**src/rtl/miter_divergence_monitor.sv**
```systemverilog
// Lockstep divergence monitor for the two-core SCARV miter: latches the first
// externally observable P1/P2 difference with a cause code and cycle stamp.
// Optional macro MITER_MON_TRACE_CMP_EN swaps the cycle-exact trace compare
// for an in-order compare through two skew-tolerant trace FIFOs.
module miter_divergence_monitor #(
  parameter int XL            = 31,
  parameter int WARMUP_CYCLES = 0,
  parameter int CNT_W         = 32,
  parameter int TRC_DEPTH     = 4
) (
  input  logic             clk,
  input  logic             rst,
  input  logic             arm,
  input  logic             p1_imem_req,
  input  logic             p2_imem_req,
  input  logic [XL:0]      p1_imem_addr,
  input  logic [XL:0]      p2_imem_addr,
  input  logic             p1_dmem_req,
  input  logic             p2_dmem_req,
  input  logic             p1_dmem_wen,
  input  logic             p2_dmem_wen,
  input  logic [3:0]       p1_dmem_strb,
  input  logic [3:0]       p2_dmem_strb,
  input  logic [XL:0]      p1_dmem_addr,
  input  logic [XL:0]      p2_dmem_addr,
  input  logic             p1_trs_valid,
  input  logic             p2_trs_valid,
  input  logic [XL:0]      p1_trs_pc,
  input  logic [XL:0]      p2_trs_pc,
  output logic             armed,
  output logic             diverged,
  output logic [2:0]       div_cause,
  output logic [CNT_W-1:0] div_cycle,
  output logic [CNT_W-1:0] cycle_cnt
);

  typedef enum logic [1:0] {IDLE, WARMUP, CHECK, DIVERGED} state_e;

  localparam int WC_W = (WARMUP_CYCLES < 2) ? 1 : $clog2(WARMUP_CYCLES);

  if (TRC_DEPTH < 2 || (TRC_DEPTH & (TRC_DEPTH - 1)) != 0) begin : g_bad_depth
    $error("TRC_DEPTH must be a power of two, at least 2");
  end

  state_e           state_q, state_d;
  logic [WC_W-1:0]  warm_q, warm_d;
  logic [CNT_W-1:0] cnt_q, cnt_d, dcyc_q, dcyc_d;
  logic [2:0]       cause_q, cause_d, cause_now;
  logic             chk;
  logic             c1, c2, c3, c4, c5, c6;

  assign chk = (state_q == CHECK);

  assign c1 = (p1_imem_req != p2_imem_req) ||
              (p1_imem_req && p2_imem_req && (p1_imem_addr != p2_imem_addr));
  assign c2 = (p1_dmem_req != p2_dmem_req) ||
              (p1_dmem_req && p2_dmem_req &&
               ((p1_dmem_wen != p2_dmem_wen) || (p1_dmem_strb != p2_dmem_strb)));
  assign c3 = p1_dmem_req && p2_dmem_req && (p1_dmem_addr != p2_dmem_addr);

`ifdef MITER_MON_TRACE_CMP_EN
  localparam int PW = $clog2(TRC_DEPTH);

  // FIFOs only move in CHECK; they are empty on entry because the only way
  // back into CHECK is through rst.
  logic [XL:0]           mem_q [2][TRC_DEPTH];
  logic [1:0][PW-1:0]    wr_q, wr_d, rd_q, rd_d;
  logic [1:0][PW:0]      occ_q, occ_d;
  logic [1:0][XL:0]      push_pc;
  logic [1:0]            push, full, nonempty, wr_en;
  logic                  pop;

  assign push_pc = {p2_trs_pc, p1_trs_pc};
  assign push    = {p2_trs_valid, p1_trs_valid} & {2{chk}};
  assign pop     = chk && nonempty[0] && nonempty[1];
  assign c4      = 1'b0;
  assign c5      = pop && (mem_q[0][rd_q[0]] != mem_q[1][rd_q[1]]);
  assign c6      = |(push & full & {2{~pop}});

  always_comb begin
    wr_d     = wr_q;
    rd_d     = rd_q;
    occ_d    = occ_q;
    wr_en    = '0;
    full     = '0;
    nonempty = '0;
    for (int i = 0; i < 2; i++) begin
      full[i]     = (occ_q[i] == (PW+1)'(TRC_DEPTH));
      nonempty[i] = (occ_q[i] != '0);
      wr_en[i]    = push[i] && (!full[i] || pop);
      if (wr_en[i]) wr_d[i] = wr_q[i] + 1'b1;
      if (pop)      rd_d[i] = rd_q[i] + 1'b1;
      occ_d[i] = occ_q[i] + (PW+1)'(wr_en[i]) - (PW+1)'(pop);
    end
  end

  always_ff @(posedge clk) begin
    if (rst) begin
      wr_q  <= '0;
      rd_q  <= '0;
      occ_q <= '0;
    end else begin
      wr_q  <= wr_d;
      rd_q  <= rd_d;
      occ_q <= occ_d;
    end
  end

  // NOTE: trace storage is deliberately not reset; occupancy alone defines validity.
  always_ff @(posedge clk) begin
    for (int i = 0; i < 2; i++) begin
      if (wr_en[i]) mem_q[i][wr_q[i]] <= push_pc[i];
    end
  end
`else
  assign c4 = (p1_trs_valid != p2_trs_valid) ||
              (p1_trs_valid && p2_trs_valid && (p1_trs_pc != p2_trs_pc));
  assign c5 = 1'b0;
  assign c6 = 1'b0;
`endif

  // NOTE: every always_comb output gets a default first so no latch is inferred.
  always_comb begin
    cause_now = 3'd0;
    if      (c1) cause_now = 3'd1;
    else if (c2) cause_now = 3'd2;
    else if (c3) cause_now = 3'd3;
    else if (c4) cause_now = 3'd4;
    else if (c5) cause_now = 3'd5;
    else if (c6) cause_now = 3'd6;
  end

  always_comb begin
    state_d = state_q;
    warm_d  = warm_q;
    case (state_q)
      IDLE: if (arm) begin
        state_d = (WARMUP_CYCLES == 0) ? CHECK : WARMUP;
        warm_d  = '0;
      end
      WARMUP: begin
        if (warm_q == WC_W'(WARMUP_CYCLES - 1)) state_d = CHECK;
        else                                    warm_d  = warm_q + 1'b1;
      end
      CHECK:    if (cause_now != 3'd0) state_d = DIVERGED;
      DIVERGED: state_d = DIVERGED;
      default:  state_d = IDLE;
    endcase
  end

  always_comb begin
    cnt_d   = cnt_q;
    dcyc_d  = dcyc_q;
    cause_d = cause_q;
    if (chk) begin
      if (cnt_q != '1) cnt_d = cnt_q + 1'b1;
      if (cause_now != 3'd0) begin
        dcyc_d  = cnt_q;
        cause_d = cause_now;
      end
    end
  end

  // NOTE: sequential state uses non-blocking assignments so all registers update together.
  always_ff @(posedge clk) begin
    if (rst) begin
      state_q <= IDLE;
      warm_q  <= '0;
      cnt_q   <= '0;
      dcyc_q  <= '0;
      cause_q <= '0;
    end else begin
      state_q <= state_d;
      warm_q  <= warm_d;
      cnt_q   <= cnt_d;
      dcyc_q  <= dcyc_d;
      cause_q <= cause_d;
    end
  end

  always_comb begin
    armed    = (state_q == WARMUP) || (state_q == CHECK);
    diverged = (state_q == DIVERGED);
  end

  assign div_cause = cause_q;
  assign div_cycle = dcyc_q;
  assign cycle_cnt = cnt_q;

endmodule

```
**config.mk**
```make
export PLATFORM = sky130hd
export DESIGN_NAME = miter_divergence_monitor
export DESIGN_NICKNAME = d
export VERILOG_FILES = /design/src/rtl/miter_divergence_monitor.sv
export SDC_FILE = /design/constraint.sdc
export NUM_CORES = 1
export LEC_CHECK = 0
export ABC_AREA = 0
export CORE_MARGIN = 4
export CORE_UTILIZATION = 39
export DETAILED_ROUTE_END_ITERATION = 8
export PLACE_DENSITY = 0.95
export SYNTH_ARGS = -nofsm -noshare
export SYNTH_HDL_FRONTEND = slang
export SYNTH_SLANG_ARGS = --single-unit
```
**constraint.sdc**
```tcl
create_clock -name clk -period 3.87 [get_ports clk]
set_input_delay 0.9675 -clock clk [delete_from_list [all_inputs] [get_ports clk]]
set_output_delay 0.9675 -clock clk [all_outputs]
set_load 0.05 [all_outputs]
```
==> results.yml <==
placement:
  placedCellCount: 855
  gp_congestion: 0.988
  place_hpwl_um: 13900
  port-buffer-count: 279
synthesis:
  syn_area_um2: 4100
  ys_types: 37
  synth_top_area_share_pct: 34.2
  syn_nets: 670
  ys_ff_latch: 70
  synth_edf_count: 0
  synth_most_common_cell: "xnor2_1"
  yosysSeqAreaShare_pct: 34.2
  synth_area_leaders: "dfxtp_1 (34%), xnor2_1 (24%), mux2i_1 (8.1%)"
  netlist_instances: 451
  synth_common_cells: "xnor2_1 (110), nor2_1 (72), dfxtp_1 (70)"
  avgSynthCellArea_um2: 9.09
  ys_warn_count: 0
  yosysTopAreaCell: "dfxtp_1"
  ys.flop_type: "dfxtp_1"
  async_flop_share_pct: 0
timing:
  finClkSkew_ns: 0.00483
  tightest_slew_ns: 1.24
  setup_viol: 0
  final_max_slew_viol_count: 0
  fin_crit_sh_pct: 84.9
  hold_viol: 0
  grt_setup_unrepaired: "false"
  fmax_mhz: 304
  finalCriticalPeriod_ns: 3.29
  holdWs_ns: 0.496
  timing.slew.headroom_pct: 17.5
  setup-tns-final_ns: 0
detailed_routing:
  wirelength_um: 16300
  drc_errors: 0
  drt_iter0_drc: 196
  drt-wirelength-per-cell_um: 18.7
  ant_nets: 0
  vias: 4312
  dr.pass1.iters: 4
  viasPerCell: 4.94
finish:
  final_util_pct: 70.1
  instances_no_fill: 872
  area_growth_pct: 75.8
  fin_nets: 949
  drive_above_1_share_pct: 3.27
setup_path:
  crit_path_start_kind: "primary input"
  crit_path_max_fanout: 32
  crit_required_ns: 4.05
  ff2ff_path_depth: 7
  worst_setup_path_end_kind: "flop"
  cp.arrival_ns: 3.46
  setup.worst_path.class: "in -> reg"
global_route:
  antenna_found_initial: 3
  grt_pass1_wl_um: 25200
  gr-total-overflow: 0
  grt_pass1_vias: 4480
  grt_max_degree: 71
  track_usage_pct: 26.1
die:
  ios: 280
  dieWidth_um: 111
  rows: 37
  die_area_um2: 12200
  chipHeight_um: 111
  core_um2: 10300
  start_util_pct: 39.9
status:
  outcome: "completed"
clock_tree:
  numCtsBuffers: 9
  cts_resized: 0
  cts_tree: "built"
  cts_sinks: 70
  hold_buffers: 0
  clk_latency_ns: 0.34
  root_buffer: "clkbuf_8"
  cts_max_level: 3
  cts_max_path_buffers: 2
  cts_setup_buffers: 0
  clk_pin_slew_ns: 0.07
worst_hold_path:
  hp-class: "reg -> reg"
  holdPathStages: 2
power_and_ir_drop:
  leakagePower_nw: 2.59
  power_density_nw_per_um2: 271
  max-vdd-ir-drop_v: 0.000296
flow_run:
  cap_violations: 0
-- sequential cells by signal (all words and copies together) (netlist names) --
name	flops
cycle_cnt	32
state_q	2
warm_q	1
div_cause	3
div_cycle	32
-- cell families after synthesis --
| kind of cell | share of synthesized area, % |
|---|---|
| simple gates | 20.2 |
| xor+xnor | 27.4 |
| flops | 34.2 |
| mux | 8.06 |
| compound gates | 5.53 |
| buf+inv | 2.20 |
| fa+ha+maj | 2.44 |
-- worst paths after layout --
path	start	endpoint	slack, ns
hold reg to reg	div_cycle[13]$_SDFFE_PP0P_	div_cycle[13]$_SDFFE_PP0P_	0.50
setup reg to reg	cycle_cnt[0]$_SDFFE_PP0P_	cycle_cnt[26]$_SDFFE_PP0P_	1.24
setup / recovery	p2_dmem_strb[1]	div_cycle[22]$_SDFFE_PP0P_	0.58
hold / removal	div_cycle[13]$_SDFFE_PP0P_	div_cycle[13]$_SDFFE_PP0P_	0.50
-- cell type report --
cell class	count	area, um2
timing repair buffer	281	2820
clock buffer	11	141
inverter	5	18.8
fill	836	3070
clock inverter	4	47.5
tap	136	170
multi-input combinational	363	2610
antenna	2	5.00
sequential	70	1400
-- critical path, stage by stage --
cell	delay, ns
clkdlybuf4s50_1	0.47
xnor2_1	0.12
nand3_1	0.13
o31ai_1	0.35
or4b_4	0.53
o41ai_4	0.28
buf_12	0.27
mux2i_1	0.24
nor2_1	0.06
-- cells in the final DEF, fill, tap and decap left out, drive strengths merged, types with 6 or more instances in the layout --
cell and count:
dfxtp 70, nand3 13, a21oi 6, xor2 18, mux2i 33, clkbuf 11, ha 8, xnor2 110
nor3 6, clkdlybuf4s50 278, nor2 72, nor4 8, nand4 31, nand2 16
-- through the flow --
step	power [mW]	setup slack [ns]	cell area, um2
floorplan	1.08	0.976	4100
global placement	1.38	0.320	7010
detailed placement	1.40	0.200	7010
CTS	1.97	0.580	7200
global route	2.04	0.427	7200
finish	1.95	0.583	7210
-- routing by layer --
layer / part of all wire, % / GRT usage, %
met5: 0.21 / 0
met4: 1.7 / 6.16
met1: 40 / 30.7
met3: 11 / 12.5
met2: 47 / 43.0
-- power by group --
| group | total (mW) | leakage (nW) | switching (mW) | internal (mW) |
|---|---|---|---|---|
| clock | 0.569 | 0.0952 | 0.260 | 0.310 |
| combinational | 0.630 | 1.93 | 0.267 | 0.362 |
| sequential | 0.753 | 0.565 | 0.0163 | 0.736 |
| total | 1.95 | 2.59 | 0.543 | 1.41 |
No activity file was read; power rests on OpenSTA's default activity.
